--- config.mk ---
export PLATFORM = sky130hd
export DESIGN_NAME = max_pool_scheduler_flat
export DESIGN_NICKNAME = d
export VERILOG_FILES = /design/src/rtl/max_pool_scheduler_if.sv /design/src/rtl/max_pool_scheduler.sv /design/src/flat_wrapper.sv
export SDC_FILE = /design/constraint.sdc
export NUM_CORES = 1
export LEC_CHECK = 0
export CAP_MARGIN = 25
export CORE_MARGIN = 2
export CORE_UTILIZATION = 45
export CTS_CLUSTER_SIZE = 10
export DETAILED_ROUTE_END_ITERATION = 16
export GPL_ROUTABILITY_DRIVEN = 0
export GPL_TIMING_DRIVEN = 1
export PLACE_DENSITY = 0.6
export SLEW_MARGIN = 25
export SYNTH_ARGS = -nofsm -noshare
export SYNTH_HDL_FRONTEND = slang
export SYNTH_SLANG_ARGS = --single-unit
--- constraint.sdc ---
create_clock -name clk -period 15.25 [get_ports clk]
set_clock_uncertainty 0.1 [all_clocks]
set_input_delay 1.525 -clock clk [delete_from_list [all_inputs] [get_ports clk]]
set_output_delay 1.525 -clock clk [all_outputs]
set_load 0.005 [all_outputs]
--- src/rtl/max_pool_scheduler_if.sv ---
// Memory-side bus of the max-pool scheduler: a read port into the feature map
// and a write port with ready/valid backpressure into the pooled output memory.
interface max_pool_scheduler_if #(
  parameter int ADDRWIDTH = 12,
  parameter int BITWIDTH  = 8
);
  logic                 rd_en;
  logic [ADDRWIDTH-1:0] rd_addr;
  logic [BITWIDTH-1:0]  rd_data;
  logic                 wr_en;
  logic [ADDRWIDTH-1:0] wr_addr;
  logic [BITWIDTH-1:0]  wr_data;
  logic                 wr_ready;

  modport master (
    output rd_en, rd_addr,
    input  rd_data,
    output wr_en, wr_addr, wr_data,
    input  wr_ready
  );

  modport slave (
    input  rd_en, rd_addr,
    output rd_data,
    input  wr_en, wr_addr, wr_data,
    output wr_ready
  );
endinterface

--- src/rtl/max_pool_scheduler.sv ---
// Sequential max-pool controller: reads one window per pass through READ/DRAIN,
// keeps a running unsigned maximum and writes it out with backpressure.
module max_pool_scheduler #(
  parameter int BITWIDTH    = 8,
  parameter int DATAWIDTH   = 28,
  parameter int DATAHEIGHT  = 28,
  parameter int DATACHANNEL = 3,
  parameter int KWIDTH      = 2,
  parameter int KHEIGHT     = 2,
  parameter int ADDRWIDTH   = 12
) (
  input  logic                   clk,
  input  logic                   rst,
  input  logic                   start_i,
  output logic                   busy_o,
  output logic                   done_o,
  max_pool_scheduler_if.master   mem_io
);

  localparam int OW = DATAWIDTH / KWIDTH;
  localparam int OH = DATAHEIGHT / KHEIGHT;

  typedef logic [ADDRWIDTH-1:0] addr_t;

  // Counters share the address width so every address product wraps modulo 2**ADDRWIDTH.
  localparam addr_t KX_LAST  = addr_t'(KWIDTH - 1);
  localparam addr_t KY_LAST  = addr_t'(KHEIGHT - 1);
  localparam addr_t OX_LAST  = addr_t'(OW - 1);
  localparam addr_t OY_LAST  = addr_t'(OH - 1);
  localparam addr_t C_LAST   = addr_t'(DATACHANNEL - 1);
  localparam addr_t ROW_IN   = addr_t'(DATAWIDTH);
  localparam addr_t PLANE_IN = addr_t'(DATAHEIGHT * DATAWIDTH);
  localparam addr_t PLANE_OUT= addr_t'(OH * OW);
  localparam addr_t KW_STEP  = addr_t'(KWIDTH);
  localparam addr_t KH_STEP  = addr_t'(KHEIGHT);

  typedef enum logic [2:0] {IDLE, READ, DRAIN, WRITE, DONE} state_e;

  state_e              state_q, state_d;
  addr_t               kx_q, kx_d, ky_q, ky_d;
  addr_t               ox_q, ox_d, oy_q, oy_d;
  addr_t               c_q, c_d;
  logic [BITWIDTH-1:0] max_q, max_d;
  logic                valid_q, valid_d;
  logic                first_q, first_d;

  addr_t rdAddr;
  addr_t wrAddr;

  assign rdAddr = c_q * PLANE_IN + (oy_q * KH_STEP + ky_q) * ROW_IN + ox_q * KW_STEP + kx_q;
  assign wrAddr = c_q * PLANE_OUT + oy_q * addr_t'(OW) + ox_q;

  always_ff @(posedge clk or posedge rst) begin
    if (rst) begin
      state_q <= IDLE;
      kx_q    <= '0;
      ky_q    <= '0;
      ox_q    <= '0;
      oy_q    <= '0;
      c_q     <= '0;
      max_q   <= '0;
      valid_q <= 1'b0;
      first_q <= 1'b0;
    end else begin
      state_q <= state_d;
      kx_q    <= kx_d;
      ky_q    <= ky_d;
      ox_q    <= ox_d;
      oy_q    <= oy_d;
      c_q     <= c_d;
      max_q   <= max_d;
      valid_q <= valid_d;
      first_q <= first_d;
    end
  end

  // rd_data lags rd_en by one cycle, so valid_q/first_q tag the element arriving now.
  always_comb begin
    state_d = state_q;
    kx_d    = kx_q;
    ky_d    = ky_q;
    ox_d    = ox_q;
    oy_d    = oy_q;
    c_d     = c_q;
    max_d   = max_q;
    valid_d = 1'b0;
    first_d = 1'b0;
    if (valid_q && (first_q || (mem_io.rd_data > max_q))) begin
      max_d = mem_io.rd_data;
    end
    case (state_q)
      IDLE: begin
        if (start_i) begin
          state_d = READ;
          kx_d    = '0;
          ky_d    = '0;
          ox_d    = '0;
          oy_d    = '0;
          c_d     = '0;
        end
      end
      READ: begin
        valid_d = 1'b1;
        first_d = (kx_q == '0) && (ky_q == '0);
        if (kx_q == KX_LAST) begin
          kx_d = '0;
          if (ky_q == KY_LAST) begin
            ky_d    = '0;
            state_d = DRAIN;
          end else begin
            ky_d = ky_q + 1'b1;
          end
        end else begin
          kx_d = kx_q + 1'b1;
        end
      end
      DRAIN: state_d = WRITE;
      WRITE: begin
        if (mem_io.wr_ready) begin
          state_d = READ;
          if (ox_q == OX_LAST) begin
            ox_d = '0;
            if (oy_q == OY_LAST) begin
              oy_d = '0;
              if (c_q == C_LAST) begin
                c_d     = '0;
                state_d = DONE;
              end else begin
                c_d = c_q + 1'b1;
              end
            end else begin
              oy_d = oy_q + 1'b1;
            end
          end else begin
            ox_d = ox_q + 1'b1;
          end
        end
      end
      DONE: state_d = IDLE;
      default: state_d = IDLE;
    endcase
  end

  always_comb begin
    busy_o         = 1'b0;
    done_o         = 1'b0;
    mem_io.rd_en   = 1'b0;
    mem_io.rd_addr = '0;
    mem_io.wr_en   = 1'b0;
    mem_io.wr_addr = '0;
    mem_io.wr_data = '0;
    case (state_q)
      READ: begin
        busy_o         = 1'b1;
        mem_io.rd_en   = 1'b1;
        mem_io.rd_addr = rdAddr;
      end
      DRAIN: busy_o = 1'b1;
      WRITE: begin
        busy_o         = 1'b1;
        mem_io.wr_en   = 1'b1;
        mem_io.wr_addr = wrAddr;
        mem_io.wr_data = max_q;
      end
      DONE: done_o = 1'b1;
      default: ;
    endcase
  end

endmodule

--- src/flat_wrapper.sv ---
// flat-port wrapper written by rule: the top's interface ports become plain ports
module max_pool_scheduler_flat 
#(
  parameter int BITWIDTH    = 8,
  parameter int DATAWIDTH   = 28,
  parameter int DATAHEIGHT  = 28,
  parameter int DATACHANNEL = 3,
  parameter int KWIDTH      = 2,
  parameter int KHEIGHT     = 2,
  parameter int ADDRWIDTH   = 12
)
  (clk, rst, start_i, busy_o, done_o, mem_io_rd_en, mem_io_rd_addr, mem_io_rd_data, mem_io_wr_en, mem_io_wr_addr, mem_io_wr_data, mem_io_wr_ready);
  max_pool_scheduler_if #(.ADDRWIDTH(ADDRWIDTH), .BITWIDTH(BITWIDTH)) mem_io_i ();
  input  logic clk;
  input  logic rst;
  input  logic start_i;
  output logic busy_o;
  output logic done_o;
  output wire logic [$bits(mem_io_i.rd_en)-1:0] mem_io_rd_en;
  output wire logic [$bits(mem_io_i.rd_addr)-1:0] mem_io_rd_addr;
  input wire logic [$bits(mem_io_i.rd_data)-1:0] mem_io_rd_data;
  output wire logic [$bits(mem_io_i.wr_en)-1:0] mem_io_wr_en;
  output wire logic [$bits(mem_io_i.wr_addr)-1:0] mem_io_wr_addr;
  output wire logic [$bits(mem_io_i.wr_data)-1:0] mem_io_wr_data;
  input wire logic [$bits(mem_io_i.wr_ready)-1:0] mem_io_wr_ready;
  assign mem_io_rd_en = mem_io_i.rd_en;
  assign mem_io_rd_addr = mem_io_i.rd_addr;
  assign mem_io_i.rd_data = mem_io_rd_data;
  assign mem_io_wr_en = mem_io_i.wr_en;
  assign mem_io_wr_addr = mem_io_i.wr_addr;
  assign mem_io_wr_data = mem_io_i.wr_data;
  assign mem_io_i.wr_ready = mem_io_wr_ready;
  max_pool_scheduler #(.BITWIDTH(BITWIDTH), .DATAWIDTH(DATAWIDTH), .DATAHEIGHT(DATAHEIGHT), .DATACHANNEL(DATACHANNEL), .KWIDTH(KWIDTH), .KHEIGHT(KHEIGHT), .ADDRWIDTH(ADDRWIDTH)) u_core (.clk(clk), .rst(rst), .start_i(start_i), .busy_o(busy_o), .done_o(done_o), .mem_io(mem_io_i));
endmodule
Word level (Yosys, flattened, before mapping)
Cells that the tools add are included.
{ "word_totals": {"ff_bits": 73, "latch_bits": 0, "ramBits": 0, "rom_bits": 0, "inputBits": 12, "out_inout_bits": 36, "n_memories": 0} }
{ "classes": {"n_addsub": 11, "n_mul": 4, "n_div": 0, "n_lt_le_gt_ge": 1, "eq_ne": 15, "shifts": 0, "muxes": 34, "n_bitwise": 0, "reduce_logical": 15} }
{ "op_table": {"columns": ["op", "n"], "rows": [
  ["12-bit 2-to-1 mux", 15],
  ["12-bit one-hot mux with 2 select lines", 5],
  ["12-bit adder", 6],
  ["12-bit by 1-bit adder with 12-bit output (second input constant)", 5],
  ["12-bit by 1-bit equality test with 1-bit output (second input constant)", 2],
  ["12-bit by 4-bit equality test with 1-bit output (second input constant)", 2],
  ["12-bit zero test", 2],
  ["3-bit 2-to-1 mux", 7],
  ["12-bit by 2-bit equality test with 1-bit output (second input constant)", 1],
  ["12-bit by 3-bit multiplier with 10-bit output (second input constant)", 1],
  ["12-bit by 3-bit multiplier with 11-bit output (second input constant)", 1],
  ["12-bit by 6-bit multiplier with 10-bit output (second input constant)", 1],
  ["12-bit by 6-bit multiplier with 8-bit output (second input constant)", 1],
  ["3-bit one-hot mux with 4 select lines", 1],
  ["8-bit > comparator", 1],
  ["8-bit 2-to-1 mux", 1],
  ["2-bit by 1-bit inequality test with 1-bit output (second input constant)", 4],
  ["4-bit AND reduction", 2],
  ["3-bit by 2-bit equality test with 1-bit output (second input constant)", 2],
  ["3-bit AND reduction", 2],
  ["1-bit 2-to-1 mux", 5],
  ["5-bit AND reduction", 1],
  ["2-bit inequality test (second input constant)", 2],
  ["2-bit nonzero test", 2],
  ["other kinds (7)", 8]
]} }

Logic depth before layout (Yosys ltp)
Gate-level depths: netlist of run 1.
{ "logic_depth": {"ltp_word": 6, "depth_mapped": 23, "mapped_depth_nobuf": 23} }

Least setup slack after synthesis of run 1
Ideal clock, no wire load.
{ "synth_timing": {"path_kind": "register -> output", "startpoint": "register u_core.oy_q[0]", "endpoint": "output mem_io_rd_addr[11]", "t_arrival_ns": 5.169, "slack_ns": 8.456, "path_stages_with_launch": 21, "path_buffers": 0, "path_cell_list": "dfrtp_1 > ha_1 > inv_1 > fa_1 > xnor2_1 > fa_1 > ha_1 > a21o_1 > a21oi_1 > xnor2_1 > fa_1 > inv_1 > fa_1 > inv_1 > ha_1 > and2_1 > a22o_1 > o41ai_1 > xnor2_1 > xnor2_1 > nor2_1"} }
{ "synth_via": {"elab_chain_cells": 6} }
{ "synth_lines": {"columns": ["item", "line", "source"], "rows": [
  ["from (decl)", "max_pool_scheduler.sv:41", "addr_t ox_q, ox_d, oy_q, oy_d;"],
  ["from (signal assigned)", "max_pool_scheduler.sv:69", "oy_q <= oy_d;"],
  ["12-bit adder", "max_pool_scheduler.sv:50", "assign rdAddr = c_q * PLANE_IN + (oy_q * KH_STEP + ky_q) * ROW_IN + ox_q * KW_STEP + kx_q;"],
  ["12-bit by 3-bit multiplier with 10-bit output", "max_pool_scheduler.sv:50", null],
  ["12-bit adder (3 in series)", "max_pool_scheduler.sv:50", null],
  ["12-bit 2-to-1 mux", "max_pool_scheduler.sv:152", "case (state_q)"],
  ["to (decl)", "flat_wrapper.sv:20", "output wire logic [$bits(mem_io_i.rd_addr)-1:0] mem_io_rd_addr;"]
]} }
No other way between the ends.

Worst setup path after layout of run 1
Same ends and word-level chain as after synthesis.

==> results of run 1 <==
## synthesized netlist by cell type (3+ instances only)
cell	n	area (sq um)
sky130_fd_sc_hd__nor2b_1	8	50.1
sky130_fd_sc_hd__nor4b_1	3	26.3
sky130_fd_sc_hd__nor3_1	15	75.1
sky130_fd_sc_hd__clkbuf_1	8	30.0
sky130_fd_sc_hd__xnor2_1	57	499
sky130_fd_sc_hd__nor4_1	8	50.1
sky130_fd_sc_hd__o41ai_1	8	70.1
sky130_fd_sc_hd__a21oi_1	36	180
sky130_fd_sc_hd__nand2_1	56	210
sky130_fd_sc_hd__inv_1	108	405
sky130_fd_sc_hd__xor2_1	14	123
sky130_fd_sc_hd__or3_1	5	31.3
sky130_fd_sc_hd__o21ai_0	71	355
sky130_fd_sc_hd__ha_1	95	1190
sky130_fd_sc_hd__o21bai_1	6	45.0
sky130_fd_sc_hd__a211oi_1	3	22.5
sky130_fd_sc_hd__nand2b_1	9	56.3
sky130_fd_sc_hd__o21a_1	6	45.0
sky130_fd_sc_hd__fa_1	45	901
sky130_fd_sc_hd__nor2_1	87	327
sky130_fd_sc_hd__o31ai_1	6	45.0
sky130_fd_sc_hd__nand4_1	9	56.3
sky130_fd_sc_hd__dfrtp_1	73	1830
sky130_fd_sc_hd__and3_1	13	81.3
sky130_fd_sc_hd__a21o_1	14	105
sky130_fd_sc_hd__and2_1	9	56.3
sky130_fd_sc_hd__nand3_1	26	130
sky130_fd_sc_hd__a31oi_1	6	37.5
sky130_fd_sc_hd__mux2_2	9	101
## placed cells by master, fill, tap and decap left out, types with 5 or more instances in the layout
cell type,instances
sky130_fd_sc_hd__inv_1,107
sky130_fd_sc_hd__ha_1,95
sky130_fd_sc_hd__nor2_1,87
sky130_fd_sc_hd__dfrtp_1,73
sky130_fd_sc_hd__o21ai_0,70
sky130_fd_sc_hd__xnor2_1,57
sky130_fd_sc_hd__nand2_1,56
sky130_fd_sc_hd__clkdlybuf4s50_1,47
sky130_fd_sc_hd__fa_1,45
sky130_fd_sc_hd__a21oi_1,36
sky130_fd_sc_hd__nand3_1,26
sky130_fd_sc_hd__nor3_1,15
sky130_fd_sc_hd__xor2_1,14
sky130_fd_sc_hd__a21o_1,14
sky130_fd_sc_hd__and3_1,13
sky130_fd_sc_hd__nand4_1,9
sky130_fd_sc_hd__and2_1,9
sky130_fd_sc_hd__nand2b_1,9
sky130_fd_sc_hd__mux2_2,9
sky130_fd_sc_hd__clkbuf_16,9
sky130_fd_sc_hd__nor4_1,8
sky130_fd_sc_hd__o41ai_1,8
sky130_fd_sc_hd__nor2b_1,8
sky130_fd_sc_hd__o21a_1,6
sky130_fd_sc_hd__a31oi_1,6
sky130_fd_sc_hd__o31ai_1,6
sky130_fd_sc_hd__o21bai_1,6
sky130_fd_sc_hd__or3_1,5
## how the worst max path moves through the flow
stage	slack (ns)	cells past startpoint	startpoint	to
5_1_grt	6.71	22	u_core.oy_q[0]	mem_io_rd_addr[11]
3_3_place_gp	7.60	21	u_core.oy_q[0]	mem_io_rd_addr[11]
6_report	7.16	21	u_core.oy_q[0]	mem_io_rd_addr[11]
3_5_place_dp	7.54	21	u_core.oy_q[0]	mem_io_rd_addr[11]
2_1_floorplan	8.46	20	u_core.oy_q[0]	mem_io_rd_addr[11]
4_1_cts	7.11	21	u_core.oy_q[0]	mem_io_rd_addr[11]
## flip-flops by register name, summed over array words and instances, names as in the netlist
name and cells:
u_core.max_q 8, u_core.ox_q 12, u_core.first_q 1, u_core.ky_q 12, u_core.valid_q 1, u_core.oy_q 12, u_core.c_q 12, u_core.kx_q 12
u_core.state_q 3
## logic make-up (layout without fill, tap and decap cells)
group,count (synthesis),count (layout),synth area share [%]
AO/OA/AOI/OAI,162,162,13.1
flip-flops,73,73,24.8
buffers and inverters,122,173,6.46
AND/OR/NAND/NOR,257,257,17.1
adder cells (fa/ha/maj),140,140,28.4
XOR/XNOR,72,72,8.76
multiplexers,9,9,1.38
## per-layer routing
layer | vias up | wire length, um
met4 | 0 | 585
li1 | 2909 | -
met2 | 139 | 8180
met1 | 2814 | 7760
met5 | - | 0
met3 | 29 | 872
## worst max-delay path: stages, from the launching register on
cell and delay, ns:
sky130_fd_sc_hd__dfrtp_1 0.55, sky130_fd_sc_hd__ha_1 0.25, sky130_fd_sc_hd__inv_1 0.06, sky130_fd_sc_hd__fa_1 0.39, sky130_fd_sc_hd__xnor2_1 0.47, sky130_fd_sc_hd__fa_1 0.53
sky130_fd_sc_hd__ha_1 0.31, sky130_fd_sc_hd__a21o_1 0.18, sky130_fd_sc_hd__a21oi_1 0.22, sky130_fd_sc_hd__xnor2_1 0.12, sky130_fd_sc_hd__fa_1 0.48, sky130_fd_sc_hd__inv_1 0.05
sky130_fd_sc_hd__fa_1 0.50, sky130_fd_sc_hd__inv_1 0.04, sky130_fd_sc_hd__ha_1 0.32, sky130_fd_sc_hd__and2_1 0.17, sky130_fd_sc_hd__a22o_1 0.21, sky130_fd_sc_hd__o41ai_1 0.36
sky130_fd_sc_hd__xnor2_1 0.19, sky130_fd_sc_hd__xnor2_1 0.10, sky130_fd_sc_hd__nor2_1 0.09, sky130_fd_sc_hd__clkdlybuf4s50_1 0.51
## per-stage QoR
stage | cells | cell area [sq um] | power, W
floorplan | 835 | 7360 | 0.000880
global placement | 1086 | 8040 | 0.00113
detailed placement | 1086 | 8040 | 0.00115
CTS | 1102 | 8370 | 0.00140
global route | 1102 | 8370 | 0.00153
finish | 1102 | 8370 | 0.00138
## report_power, final
part           total, W  switching [W]  internal (W)
Combinational  0.000864       0.000466      0.000398
Sequential     0.000280      0.0000521      0.000228
Clock          0.000239      0.0000945      0.000145
Total           0.00138       0.000613      0.000771
## final cells by class
class                      count  share of cell area (%)
clock buffer                   9                    2.69
inverter                     108                    4.84
clock inverter                 7                    1.21
timing repair buffer          49                    5.84
multi-input combinational    640                    60.4
tap                          216                    3.23
sequential                    73                    21.8
==> impl_summary.txt, run 1 <==
----------------------------------------------------
[Finish]
  Layout cells sized above 1 ... under 10%
  Final core utilization ... 52.5%
  Area of all sequential standard cells ... 1830 sq um
  Footprint of the multi-input gates ... approximately 5000 sq um
  Nets ... 1033
  Area growth from synthesis to layout ... 13.8%
  Antenna diode count ... 0
  Number of filler cells placed in the layout ... 1492

[Global route]
  Met2 routing resource usage after global routing ... about 35%
  Global route hottest layer ... met2
  Antenna violations before repair ... 0
  Global-route wire length before repair ... 29200 um
  Total track usage ... 20.9%
  Global routing met3 resource utilization ... 3.81%
  Fraction of met1 tracks used by global routing ... 26.8%
  Pin count of the biggest net entering global routing ... 74
  Grt ovf ... 0
  Vias in the first global route ... 5899

[CTS]
  CTS tree ... yes
  Clock Tree Buf Depth ... 2
  Htree depth ... 3
  Number of buffers inserted to repair setup after CTS ... 0
  Register clock-pin slew on the reported worst setup and hold paths ... about 0.06 ns
  CTS-repair resized insts ... 0
  CTS buffer count ... 9
  Number of sinks driven by the clock tree ... 73
  Clock root buffer master ... sky130_fd_sc_hd__clkbuf_16
  Latest clock arrival within the worst-skew pair ... 0.35 ns
  Number of buffers inserted by hold repair at cts ... 0

[Floorplanning]
  Initial Utilization ... 46.2%
  X dimension of the die ... 132 um
  Site row count ... 46
  Core Area ... 15900 sq um
  Die ar. ... 17400 sq um
  Number of I/O pins ... between 40 and 50
  Vertical die dimension ... 132 um

[Synthesis]
  Number of library cell types mapped by synthesis ... 47
  Syn Std Cell Area ... 7360 sq um
  Mean Syn Cell Area ... between 8 and 9 sq um
  Mapped Cells ... 835
  Share of synthesized flip-flops with an asynchronous set or reset ... 100%
  Share of the yosys chip area belonging to registers ... between 20% and 30%
  Number of synthesized flops with an enable pin ... 0
  Commonest register cell after synthesis ... sky130_fd_sc_hd__dfrtp_1
  Post-Syn Nets ... 987
  Register bit count reported by yosys ... 73
  Synthesis warning total ... 0

[Placed design]
  Worst-case setup slack after placement ... 7.54 ns
  Number of port buffers ... 47
  Placed wire-length estimate after detailed placement ... 13800 um

[Timing]
  Final-layout worst hold slack ... approximately 0.4 ns
  Final-report setup violation count ... 0
  Achievable clock frequency ... 0.124 GHz
  Final worst slack ... 7.16 ns
  Final setup TNS ... 0 ns
  Actual slew at the worst max-slew pin ... 0.982 ns
  Number of hold violations in the final report ... 0
  Max transition margin ... 34.1%
  RSZ-0062 raised after global routing ... false
  Fin. max-slew vios ... 0
  Portion of the clock cycle consumed by the worst path in the final layout ... 53.0%
  Post-layout minimum cycle time ... 8.09 ns

[Setup path]
  Launching element type of the critical path ... flip-flop
  Length in cells of the worst reg-to-reg path ... 9
  Required time of the critical path ... around 14 ns
  Critical path start-end classification ... flip-flop to output port
  Worst-path maximum fanout ... 10
  Signal arrival time at the worst endpoint ... 6.46 ns
  Launching point of the worst reg2reg path ... u_core.oy_q[2]
  Critical R2R Capture ... u_core.c_q[10]
  Worst setup EP type ... output port
  Internal reg-to-reg setup slack ... 11.64 ns

[Hold path]
  Number of stages on the worst hold path ... 1
  Worst hold path class ... flip-flop to flip-flop
  Start point of the worst min-delay path ... u_core.ky_q[11]
  Hold endpoint ... u_core.ky_q[11]

[Pwr]
  Max VDD drop ... between 60 and 70 uV
  Total leakage power ... approximately 4.1 nW
  Total power density per cell area ... 165 nW/um^2

[Route]
  Routed Antenna Nets ... 0
  Total DRC errors in the routed layout ... 0
  Per-cell via count in the routed design ... between 5 and 6
  TritonRoute pass-1 iters ... 4
  Routed wirelength normalized by instance count ... 15.8 um
  Overall routed net length ... about 17000 um
  Vias ... 5891
  Detailed Route Iter0 Violations ... 321

[Flow run]
  Max-cap check violation count ... 0

[Outcome]
  Outcome ... completed

----------------------------------------------------
(Power assumes the default switching activity.)
==> inputs of run 2 (changes only) <==
==> constraint.sdc (replaced) <==
create_clock -name clk -period 8.3 [get_ports clk]
set_clock_uncertainty 0.1 [all_clocks]
set_input_delay 0.83 -clock clk [delete_from_list [all_inputs] [get_ports clk]]
set_output_delay 0.83 -clock clk [all_outputs]
set_load 0.005 [all_outputs]
==> run 2 against run 1 <==
Cell area down 0.63%. Routed wire length decreased by 1.1%. Critical path depth unchanged. Non-clock buffer count fell by 1. Via count up 0.88%. Worst hold slack got worse by 0.0061 ns. Sequential share of layout area increased by 0.14 points.
==> impl_summary.txt, run 2 (synthesized netlist as in run 1, its figures left out) <==
----------------------------------------------------
[CTS]
  Register clock-pin slew on the reported worst setup and hold paths ... 0.06 ns
  CTS tree ... yes
  Clock Tree Buf Depth ... 2
  Clock root buffer master ... sky130_fd_sc_hd__clkbuf_16
  Latest clock arrival within the worst-skew pair ... 0.35 ns
  CTS buffer count ... 9
  Htree depth ... 3
  Number of buffers inserted to repair setup after CTS ... 0
  Number of buffers inserted by hold repair at cts ... 0
  Number of sinks driven by the clock tree ... 73
  CTS-repair resized insts ... 0

[Setup path]
  Critical Path Slowest Stage Cell ... sky130_fd_sc_hd__dfrtp_1
  Peak per-stage delay on the critical path ... around 0.56 ns
  Cell breakdown of the critical path ... ha_1 -> inv_1 -> fa_1 -> xnor2_1 -> fa_1 -> ha_1 -> a21o_1 -> a21oi_1 -> xnor2_1 -> fa_1 -> inv_1 -> fa_1 -> inv_1 -> ha_1 -> and2_1 -> a22o_1 -> o41ai_1 -> xnor2_1 -> xnor2_1 -> nor2_1 -> clkdlybuf4s50_1
  Launching point of the worst reg2reg path ... u_core.oy_q[3]
  Worst-path maximum fanout ... 10
  Length in cells of the worst reg-to-reg path ... 9
  Critical R2R Capture ... u_core.c_q[10]
  Required time of the critical path ... 7.37 ns
  Worst setup EP type ... output port
  Critical path start-end classification ... flip-flop to output port
  Launching element type of the critical path ... flip-flop
  Internal reg-to-reg setup slack ... 4.73 ns
  Signal arrival time at the worst endpoint ... roughly 6.5 ns
  Worst Setup EP ... mem_io_rd_addr[11]
  Origin of the worst setup path ... u_core.oy_q[0]

[Route]
  Detailed Route Iter0 Violations ... 276
  Overall routed net length ... between 15000 and 20000 um
  TritonRoute pass-1 iters ... 5
  Per-cell via count in the routed design ... 5.40
  Routed wirelength normalized by instance count ... 15.6 um
  Total DRC errors in the routed layout ... 0
  Vias ... 5943
  Routed Antenna Nets ... 0

[Global route]
  Global routing met3 resource utilization ... 2.96%
  Pin count of the biggest net entering global routing ... 74
  Antenna violations before repair ... 0
  Fraction of met1 tracks used by global routing ... 27.2%
  Vias in the first global route ... 5722
  Met2 routing resource usage after global routing ... 34.4%
  Global route hottest layer ... met2
  Total track usage ... 20.5%
  Grt ovf ... 0
  Global-route wire length before repair ... between 20000 and 30000 um

[Timing]
  Final worst slack ... slightly above 0.9 ns
  Final-layout worst hold slack ... between 0.3 and 0.4 ns
  Fin. max-slew vios ... 0
  Number of hold violations in the final report ... 0
  Post-layout minimum cycle time ... 7.39 ns
  RSZ-0062 raised after global routing ... false
  Final-report setup violation count ... 0
  Final setup TNS ... 0 ns
  Achievable clock frequency ... roughly 0.14 GHz
  Portion of the clock cycle consumed by the worst path in the final layout ... 89.0%
  Max transition margin ... 40.9%
  Actual slew at the worst max-slew pin ... 0.874 ns

[Finish]
  Most used cells in the layout excluding fill and tap cells ... sky130_fd_sc_hd__inv_1, sky130_fd_sc_hd__ha_1, sky130_fd_sc_hd__nor2_1, sky130_fd_sc_hd__dfrtp_1, sky130_fd_sc_hd__o21ai_0
  Most frequent standard cell in the layout excluding fill and tap cells ... sky130_fd_sc_hd__inv_1
  Footprint of the multi-input gates ... 5060 sq um
  Nets ... 1032
  Layout cells sized above 1 ... under 10%
  Number of filler cells placed in the layout ... approximately 1500
  Area of all sequential standard cells ... about 1800 sq um
  Area growth from synthesis to layout ... 13.1%
  Antenna diode count ... 0
  Layout Cells excl Fill ... between 1000 and 1500

[Outcome]
  Outcome ... completed

[Hold path]
  Worst hold path class ... flip-flop to flip-flop

[Placed design]
  Worst-case setup slack after placement ... 1.27 ns
  Placed wire-length estimate after detailed placement ... 13600 um
  Cell count after placement ... 1085
  Number of port buffers ... 47

[Floorplanning]
  Initial Utilization ... 46.2%
  Site row count ... 46
  Core Area ... 15900 sq um
  X dimension of the die ... ~130 um
  Number of I/O pins ... 48
  Die ar. ... about 17000 sq um
  Vertical die dimension ... around 130 um

[Pwr]
  Max VDD drop ... 178 uV
  Total power density per cell area ... between 200 and 300 nW/um^2
  Total leakage power ... 4.02 nW
  Overall power consumption ... 0.00247 W

[Flow run]
  Max-cap check violation count ... 0

----------------------------------------------------
## run 2: cell types whose count changed in the layout (fill, tap and decap cells not counted), sizes merged
cell      previous run  this run
clkinvlp             2         4
buf                  2         1
bufinv               2         0
## run 2: worst min path at each step
stage               cells after the start              end  slack [ns]       startpoint
finish                                  1  u_core.ky_q[11]        0.38  u_core.ky_q[11]
global route                            1  u_core.ky_q[11]        0.41  u_core.ky_q[11]
CTS                                     1  u_core.ky_q[11]        0.39  u_core.ky_q[11]
detailed placement                      1  u_core.ky_q[11]        0.38  u_core.ky_q[11]
global placement                        1  u_core.ky_q[11]        0.37  u_core.ky_q[11]
floorplan                               1  u_core.ky_q[11]        0.35  u_core.ky_q[11]
## run 2: routing by layer
metal	part of all wire [%]	wire (um)	up-vias
li1	-	-	2905
met2	48	8220	139
met4	2.3	387	0
met3	4.3	739	25
met1	46	7860	2874
met5	0	0	-
## run 2: report_power, final
group	switching (W)	leakage (nW)	internal, W	total [W]
Clock	0.000172	0.124	0.000204	0.000375
Sequential	0.0000961	0.980	0.000419	0.000515
Combinational	0.000854	2.92	0.000726	0.00158
## run 2: area by class of cell
class / count / share of cell area [%]
clock inverter: 7 / 0.631
multi-input combinational: 640 / 60.8
sequential: 73 / 22.0
tap: 216 / 3.25
timing repair buffer: 48 / 5.79
inverter: 108 / 4.87
clock buffer: 9 / 2.71
## run 2: worst max-delay path: cells and delay by family (launching register included)
| kind | cells | cell delay (ns) |
|---|---|---|
| buffers and inverters | 4 | 0.67 |
| flip-flops | 1 | 0.56 |
| adder cells (fa/ha/maj) | 7 | 2.78 |
| XOR/XNOR | 4 | 0.89 |
| AND/OR/NAND/NOR | 2 | 0.25 |
| AO/OA/AOI/OAI | 4 | 0.97 |
## run 2: stage by stage
step | utilization [%] | area (sq um)
2_1_floorplan | - | 7360
3_3_place_gp | 50.4 | 8040
3_5_place_dp | 50.4 | 8040
4_1_cts | 52.2 | 8310
5_1_grt | 52.2 | 8320
6_report | 52.2 | 8320
==> inputs of run 3 (changes only) <==
--- a/config.mk
+++ b/config.mk
@@ -7,12 +7,12 @@
 export LEC_CHECK = 0
 export CAP_MARGIN = 25
 export CORE_MARGIN = 2
-export CORE_UTILIZATION = 45
+export CORE_UTILIZATION = 34
 export CTS_CLUSTER_SIZE = 10
 export DETAILED_ROUTE_END_ITERATION = 16
 export GPL_ROUTABILITY_DRIVEN = 0
 export GPL_TIMING_DRIVEN = 1
-export PLACE_DENSITY = 0.6
+export PLACE_DENSITY = 0.48
 export SLEW_MARGIN = 25
 export SYNTH_ARGS = -nofsm -noshare
 export SYNTH_HDL_FRONTEND = slang
==> run 3 against run 2 <==
Via count fell by 4.2%. Sequential cell count did not move. Sequential share of layout area fell by 0.24 points. Worst setup slack worse by 0.0063 ns.
==> impl_summary.txt, run 3 (synthesized netlist as in run 1, its figures left out) <==
----------------------------------------------------
[Route]
  Routed wirelength normalized by instance count ... approximately 15 um
  Routed Antenna Nets ... 0
  TritonRoute pass-1 iters ... 5
  Vias ... 5692
  Per-cell via count in the routed design ... 4.90
  Total DRC errors in the routed layout ... 0
  Overall routed net length ... 17800 um
  Detailed Route Iter0 Violations ... 223

[Timing]
  Final-report setup violation count ... 0
  Post-layout minimum cycle time ... roughly 7.4 ns
  Final setup TNS ... 0 ns
  Achievable clock frequency ... 0.135 GHz
  Portion of the clock cycle consumed by the worst path in the final layout ... 89.1%
  Final-layout worst hold slack ... 0.379 ns
  RSZ-0062 raised after global routing ... false
  Max transition margin ... between 40% and 50%
  Actual slew at the worst max-slew pin ... roughly 0.81 ns
  Fin. max-slew vios ... 0
  Number of hold violations in the final report ... 0

[Floorplanning]
  Number of I/O pins ... 48
  Core Area ... 21200 sq um
  Vertical die dimension ... 151 um
  Initial Utilization ... 34.8%
  X dimension of the die ... between 150 and 200 um
  Die ar. ... about 23000 sq um
  Site row count ... 53

[Global route]
  Pin count of the biggest net entering global routing ... 68
  Total track usage ... 16.6%
  Grt ovf ... 0
  Vias in the first global route ... 5448
  Global-route wire length before repair ... roughly 29000 um
  Antenna violations before repair ... 0

[Finish]
  Nets ... 1034
  Most used cells in the layout excluding fill and tap cells ... sky130_fd_sc_hd__inv_1, sky130_fd_sc_hd__ha_1, sky130_fd_sc_hd__nor2_1, sky130_fd_sc_hd__dfrtp_1, sky130_fd_sc_hd__o21ai_0
  Antenna diode count ... 0
  Layout cells sized above 1 ... 4.06%
  Most frequent standard cell in the layout excluding fill and tap cells ... sky130_fd_sc_hd__inv_1
  Area growth from synthesis to layout ... 14.4%

[Setup path]
  Signal arrival time at the worst endpoint ... 6.46 ns
  Required time of the critical path ... 7.37 ns
  Launching element type of the critical path ... flip-flop
  Critical path start-end classification ... flip-flop to output port
  Peak per-stage delay on the critical path ... around 0.56 ns
  Length in cells of the worst reg-to-reg path ... 9
  CP Depth ... 21
  Critical Path Slowest Stage Cell ... sky130_fd_sc_hd__dfrtp_1
  Launching point of the worst reg2reg path ... u_core.oy_q[3]
  Internal reg-to-reg setup slack ... 4.71 ns
  Worst path top cell family by delay ... adder cells
  Critical R2R Capture ... u_core.c_q[10]
  CP Buf/Inv Count ... 4
  Cell breakdown of the critical path ... ha_1 -> inv_1 -> fa_1 -> xnor2_1 -> fa_1 -> ha_1 -> a21o_1 -> a21oi_1 -> xnor2_1 -> fa_1 -> inv_1 -> fa_1 -> inv_1 -> ha_1 -> and2_1 -> a22o_1 -> o41ai_1 -> xnor2_1 -> xnor2_1 -> nor2_1 -> clkdlybuf4s50_1
  Worst-path maximum fanout ... 10
  Worst setup EP type ... output port

[Flow run]
  Max-cap check violation count ... 0

[Hold path]
  Worst hold path class ... flip-flop to flip-flop
  Start point of the worst min-delay path ... u_core.ky_q[11]
  Number of stages on the worst hold path ... 1
  Hold endpoint ... u_core.ky_q[11]

[Pwr]
  Max VDD drop ... roughly 120 uV
  Total leakage power ... 4.03 nW
  Total power density per cell area ... 292 nW/um^2

[CTS]
  Register clock-pin slew on the reported worst setup and hold paths ... about 0.060 ns
  Number of sinks driven by the clock tree ... between 70 and 80
  Latest clock arrival within the worst-skew pair ... 0.35 ns
  Number of buffers inserted by hold repair at cts ... 0
  CTS tree ... yes
  CTS-repair resized insts ... 0
  Clock Tree Buf Depth ... 2
  Htree depth ... 3
  Clock root buffer master ... sky130_fd_sc_hd__clkbuf_16
  CTS buffer count ... 9
  Number of buffers inserted to repair setup after CTS ... 0

[Placed design]
  Placed wire-length estimate after detailed placement ... 14100 um
  Number of port buffers ... between 40 and 50

[Outcome]
  Outcome ... completed

----------------------------------------------------
## run 3: cell types whose count changed in the layout (fill, tap and decap cells not counted)
cell	delta
sky130_fd_sc_hd__buf_4	+2
sky130_fd_sc_hd__buf_12	+1
sky130_fd_sc_hd__buf_6	-1
sky130_fd_sc_hd__clkbuf_1	+1
sky130_fd_sc_hd__inv_6	-1
## run 3: worst register-to-register path, delay by kind of cell, from the launching register on
family | cells | cell delay, ns
xor+xnor | 1 | 0.14
flops | 1 | 0.56
simple gates | 7 | 2.36
fa+ha+maj | 1 | 0.29
## run 3: area by class of cell
cell class | instances | area [sq um]
Clock buffer | 10 | 229
Clock inverter | 6 | 43.8
Fill cell | 2152 | 12700
Inverter | 108 | 405
Multi-Input combinational cell | 640 | 5060
Sequential cell | 73 | 1830
Tap cell | 275 | 344
Timing Repair Buffer | 50 | 505
## run 3: how the worst max path moves through the flow
stage	from	endpoint	slack (ns)
global route	u_core.oy_q[0]	mem_io_rd_addr[11]	0.55
finish	u_core.oy_q[0]	mem_io_rd_addr[11]	0.91
global placement	u_core.oy_q[0]	mem_io_rd_addr[11]	1.34
detailed placement	u_core.oy_q[0]	mem_io_rd_addr[11]	1.25
CTS	u_core.oy_q[0]	mem_io_rd_addr[11]	0.85
floorplan	u_core.oy_q[0]	mem_io_rd_addr[11]	2.20
## run 3: where the power goes
group,internal (W),switching [W]
sequential,0.000419,0.0000991
combinational,0.000730,0.000841
clock,0.000203,0.000168
## run 3: per-layer routing
| layer | track usage, % | part of all wire [%] | vias to the layer above |
|---|---|---|---|
| met5 | 0 | 0 | - |
| met4 | 4.11 | 1.0 | 0 |
| met3 | 1.90 | 2.8 | 13 |
| met2 | 26.4 | 46 | 82 |
| met1 | 24.0 | 50 | 2690 |
| li1 | - | - | 2907 |
## run 3: per-stage QoR
stage | utilization (%) | area [sq um] | power, W | cells | worst slack [ns]
4_1_cts | 39.7 | 8390 | 0.00250 | 1161 | 0.853
2_1_floorplan | - | 7360 | 0.00162 | 835 | 2.20
3_5_place_dp | 38.4 | 8120 | 0.00211 | 1145 | 1.25
6_report | 39.8 | 8410 | 0.00246 | 1162 | 0.908
3_3_place_gp | 38.4 | 8120 | 0.00211 | 1145 | 1.34
5_1_grt | 39.8 | 8410 | 0.00276 | 1162 | 0.546
==> RTL edit 1 (flow settings as in run 1) <==
`BITWIDTH` is set to 8 in 3 places; all go to 10.
--- a/src/rtl/max_pool_scheduler_if.sv
+++ b/src/rtl/max_pool_scheduler_if.sv
@@ -2,7 +2,7 @@
 // and a write port with ready/valid backpressure into the pooled output memory.
 interface max_pool_scheduler_if #(
   parameter int ADDRWIDTH = 12,
-  parameter int BITWIDTH  = 8
+  parameter int BITWIDTH  = 10
 );
   logic                 rd_en;
   logic [ADDRWIDTH-1:0] rd_addr;
--- a/src/rtl/max_pool_scheduler.sv
+++ b/src/rtl/max_pool_scheduler.sv
@@ -1,7 +1,7 @@
 // Sequential max-pool controller: reads one window per pass through READ/DRAIN,
 // keeps a running unsigned maximum and writes it out with backpressure.
 module max_pool_scheduler #(
-  parameter int BITWIDTH    = 8,
+  parameter int BITWIDTH    = 10,
   parameter int DATAWIDTH   = 28,
   parameter int DATAHEIGHT  = 28,
   parameter int DATACHANNEL = 3,
--- a/src/flat_wrapper.sv
+++ b/src/flat_wrapper.sv
@@ -1,7 +1,7 @@
 // flat-port wrapper written by rule: the top's interface ports become plain ports
 module max_pool_scheduler_flat 
 #(
-  parameter int BITWIDTH    = 8,
+  parameter int BITWIDTH    = 10,
   parameter int DATAWIDTH   = 28,
   parameter int DATAHEIGHT  = 28,
   parameter int DATACHANNEL = 3,
Interface: changed (resized mem_io_rd_data and mem_io_wr_data); port bits go from 48 to 52. The function was not compared with the original's and may differ.
==> RTL edit 1 against run 1 <==
- final area increased by 1.6%
- fmax is 1.5% higher
- synthesized cell count grew 1.4%
- setup slack better by 0.12 ns
- total power shrank 29%
- via count decreased by 1.4%
- area after synthesis rose by 1.4%
- critical path depth is 1 higher
- wire length fell by 3.2%
- sequential cell count up 2
- register-to-register slack gained 0.08 ns
- utilization fell by 0.65 points
- largest cell class unchanged
- largest power group unchanged
==> RTL edit 1: results (changes against run 1) <==
R2R Setup Slk = 11.72 ns (was 11.64 ns)
pin count of the biggest net entering global routing = 67 (was 74)
first-pass GRT wire length = 28.5 mm (was 29.2 mm)
Avg Inst Size Synth = 8.81 um^2 (about the same)
Worst Hold End = u_core.oy_q[11]$_DFFE_PP0P_ (was u_core.ky_q[11]$_DFFE_PP0P_)
share of post-route cells with drive strength above 1 = 0.0411 (was 0.0395)
Seq/Total Area, Yosys = 0.252 (was 0.248)
status = finished, final reports clean (unchanged)
Wirelength per Cell = 15.0 um (was 15.8 um)
Reg-to-Reg Start = u_core.oy_q[2]$_DFFE_PP0P_ (unchanged)
Worst Path Max Fanout = 9 (was 10)
top cells by count, synth = inv_1 (110), ha_1 (97), nor2_1 (96) (was inv_1 (108), ha_1 (95), nor2_1 (87))
Tmin final = 7.97 ns (was 8.09 ns)
top cell type's share of synthesized area = 0.252 (was 0.248)
P_seq = 0.000266 W (was 0.000280 W)
worst endpoint data arrival time = 6.34 ns (was 6.46 ns)
Setup WS pre-CTS = 7.63 ns (was 7.54 ns)
internal power = 0.000585 W (was 0.000771 W)
Fill cells = 1587 (was 1492)
reg-to-reg endpoint = u_core.c_q[9]$_DFFE_PP0P_ (was u_core.c_q[10]$_DFFE_PP0P_)
Cell Area, Placed = 8200 um^2 (was 8040 um^2)
vias in the first global route = 5657 (was 5899)
overall power = 0.000985 W (was 0.00138 W)
Pleak = 4.19 nW (was 4.05 nW)
post-synth cell types = 49 (was 47)
GRT Util Overall = 0.203 (was 0.209)
vias per inst = 5.19 (was 5.35)
Synth Net Count = 1003 (was 987)
peak supply drop = 0.0810 mV (was 0.0690 mV)
WL final = 16.8 mm (was 17.4 mm)
largest cells by area after synthesis = dfrtp_1 (25%), ha_1 (16%), fa_1 (12%) (unchanged)
Clock Power = 0.000233 W (was 0.000239 W)
IO buf count = 51 (was 47)
hold_sp = u_core.oy_q[11]$_DFFE_PP0P_ (was u_core.ky_q[11]$_DFFE_PP0P_)
-- RTL edit 1: layout make-up --
| type | instances | area [um^2] | share of cell area |
|---|---|---|---|
| tap | 220 | 275 | 0.0323 |
| clock inverter | 2 | 60.1 | 0.00706 |
| sequential | 75 | 1880 | 0.220 |
| multi-input combinational | 647 | 5110 | 0.600 |
| timing repair buffer | 53 | 526 | 0.0617 |
| clock buffer | 13 | 250 | 0.0294 |
| inverter | 110 | 413 | 0.0485 |
-- RTL edit 1: cells by family (layout without fill, tap and decap cells) --
group	Yosys count	in the layout	synth area share
and+or+nand+nor	258	258	0.165
AOI/OAI and AO/OA	165	165	0.134
adders and majority gates	142	142	0.283
buffers and inverters	125	178	0.0639
DFF	75	75	0.252
xor gates and xnor gates	71	71	0.0852
muxes	11	11	0.0166
-- RTL edit 1: per-layer routing --
metal,vias to the layer above,part of all wire,track usage
met5,-,0,0
met4,0,0.014,0.0538
met3,18,0.029,0.0299
met2,92,0.45,0.324
met1,2753,0.50,0.289
li1,2947,-,-
==> RTL edit 2 (flow settings as in run 1) <==
Made on the original files. The 5 states of `state_e` get a one-hot encoding in 5 bits.
--- a/src/rtl/max_pool_scheduler.sv
+++ b/src/rtl/max_pool_scheduler.sv
@@ -34,7 +34,7 @@
   localparam addr_t KW_STEP  = addr_t'(KWIDTH);
   localparam addr_t KH_STEP  = addr_t'(KHEIGHT);
 
-  typedef enum logic [2:0] {IDLE, READ, DRAIN, WRITE, DONE} state_e;
+  typedef enum logic [4:0] {IDLE = 5'b00001, READ = 5'b00010, DRAIN = 5'b00100, WRITE = 5'b01000, DONE = 5'b10000} state_e;
 
   state_e              state_q, state_d;
   addr_t               kx_q, kx_d, ky_q, ky_d;
Function: no difference found for any inputs over 10 cycles, from zero or initial values and one cycle with rst high; not proved beyond that.
==> RTL edit 2 against run 1 <==
- setup slack worse by 0.23 ns
- sequential cell count up 2
- global-route usage down 0.14 points
- critical endpoint unchanged
- critical path depth up 1
- final area up 2.5%
- wire length up 1.3%
- area after synthesis up 2.8%
- non-clock buffer count up 2
- critical path type unchanged
- register-to-register slack better by 0.51 ns
Power is not compared: it rests on default switching activity, and its combinational part moved more than twofold at a synthesized area within 25%.
==> RTL edit 2: results (changes against run 1) <==
status = finished, final reports clean (unchanged)
vias per inst = 5.29 (was 5.35)
overall power = 0.000699 W
Worst slew margin = 0.449 (was 0.341)
R2R Setup Slk = 12.15 ns (was 11.64 ns)
NumNets Final = 1061 (was 1033)
vias in the first global route = 5687 (was 5899)
largest cells by area after synthesis = dfrtp_1 (24%), ha_1 (16%), fa_1 (12%) (was dfrtp_1 (25%), ha_1 (16%), fa_1 (12%))
cts bufs inserted = 9 (unchanged)
GRT Util Overall = 0.208 (was 0.209)
Placed Instances = 1118 (was 1086)
pin count of the biggest net entering global routing = 61 (was 74)
Clock Power Share = 0.323
clk buf depth = 2 (unchanged)
post-synth cell types = 58 (was 47)
first-pass GRT wire length = 29.3 mm (was 29.2 mm)
Synth Net Count = 1014 (was 987)
Setup WS pre-CTS = 7.26 ns (was 7.54 ns)
worst endpoint data arrival time = 6.69 ns (was 6.46 ns)
routed via count = 5997 (was 5891)
area of the multi-input gates = 5230 um^2 (was 5060 um^2)
Wirelength per Cell = 15.5 um (was 15.8 um)
Initial DRC Count = 327 (was 321)
Seq/Total Area, Yosys = 0.248 (about the same)
Cell Area, Placed = 8280 um^2 (was 8040 um^2)
share of post-route cells with drive strength above 1 = 0.0492 (was 0.0395)
Fill cells = 1606 (was 1492)
peak supply drop = 0.0534 mV
DP HPWL = 13.7 mm (was 13.8 mm)
top cells by count, synth = inv_1 (104), ha_1 (95), nor2_1 (78) (was inv_1 (108), ha_1 (95), nor2_1 (87))
-- RTL edit 2: per-layer routing --
metal / global-route usage / vias to the layer above / part of all wire
li1: - / 3022 / -
met1: 0.297 / 2840 / 0.50
met2: 0.324 / 111 / 0.45
met3: 0.0266 / 24 / 0.032
met4: 0.0774 / 0 / 0.024
met5: 0 / - / 0
-- RTL edit 2: cell families (layout without fill, tap and decap cells) --
kind of cell               Yosys count  count (layout)  share of synthesized area
AOI/OAI and AO/OA                  168             168                      0.139
xor gates and xnor gates            65              65                     0.0752
adders and majority gates          140             140                      0.276
buffers and inverters              121             173                     0.0610
DFF                                 75              75                      0.248
muxes                               12              12                     0.0172
and+or+nand+nor                    281             281                      0.183
-- RTL edit 2: final timing paths --
| path | from | to | cells past startpoint |
|---|---|---|---|
| worst max-delay path | u_core.oy_q[0]$_DFFE_PP0P_ | mem_io_rd_addr[11] | 22 |
| worst min-delay path | u_core.oy_q[11]$_DFFE_PP0P_ | u_core.oy_q[11]$_DFFE_PP0P_ | 1 |
| worst max register to register | u_core.oy_q[3]$_DFFE_PP0P_ | u_core.c_q[9]$_DFFE_PP0P_ | 8 |
| worst min register to register | u_core.oy_q[11]$_DFFE_PP0P_ | u_core.oy_q[11]$_DFFE_PP0P_ | 1 |
| max in group asynchronous | rst | u_core.kx_q[10]$_DFFE_PP0P_ | 3 |
| min in group asynchronous | rst | u_core.c_q[5]$_DFFE_PP0P_ | 2 |
-- RTL edit 2: final cells by class --
| class | count | area share |
|---|---|---|
| Inverter | 106 | 0.0464 |
| Multi-Input combinational cell | 666 | 0.609 |
| Clock inverter | 6 | 0.00758 |
| Timing Repair Buffer | 51 | 0.0583 |
| Tap cell | 220 | 0.0321 |
| Clock buffer | 10 | 0.0278 |
| Sequential cell | 75 | 0.219 |
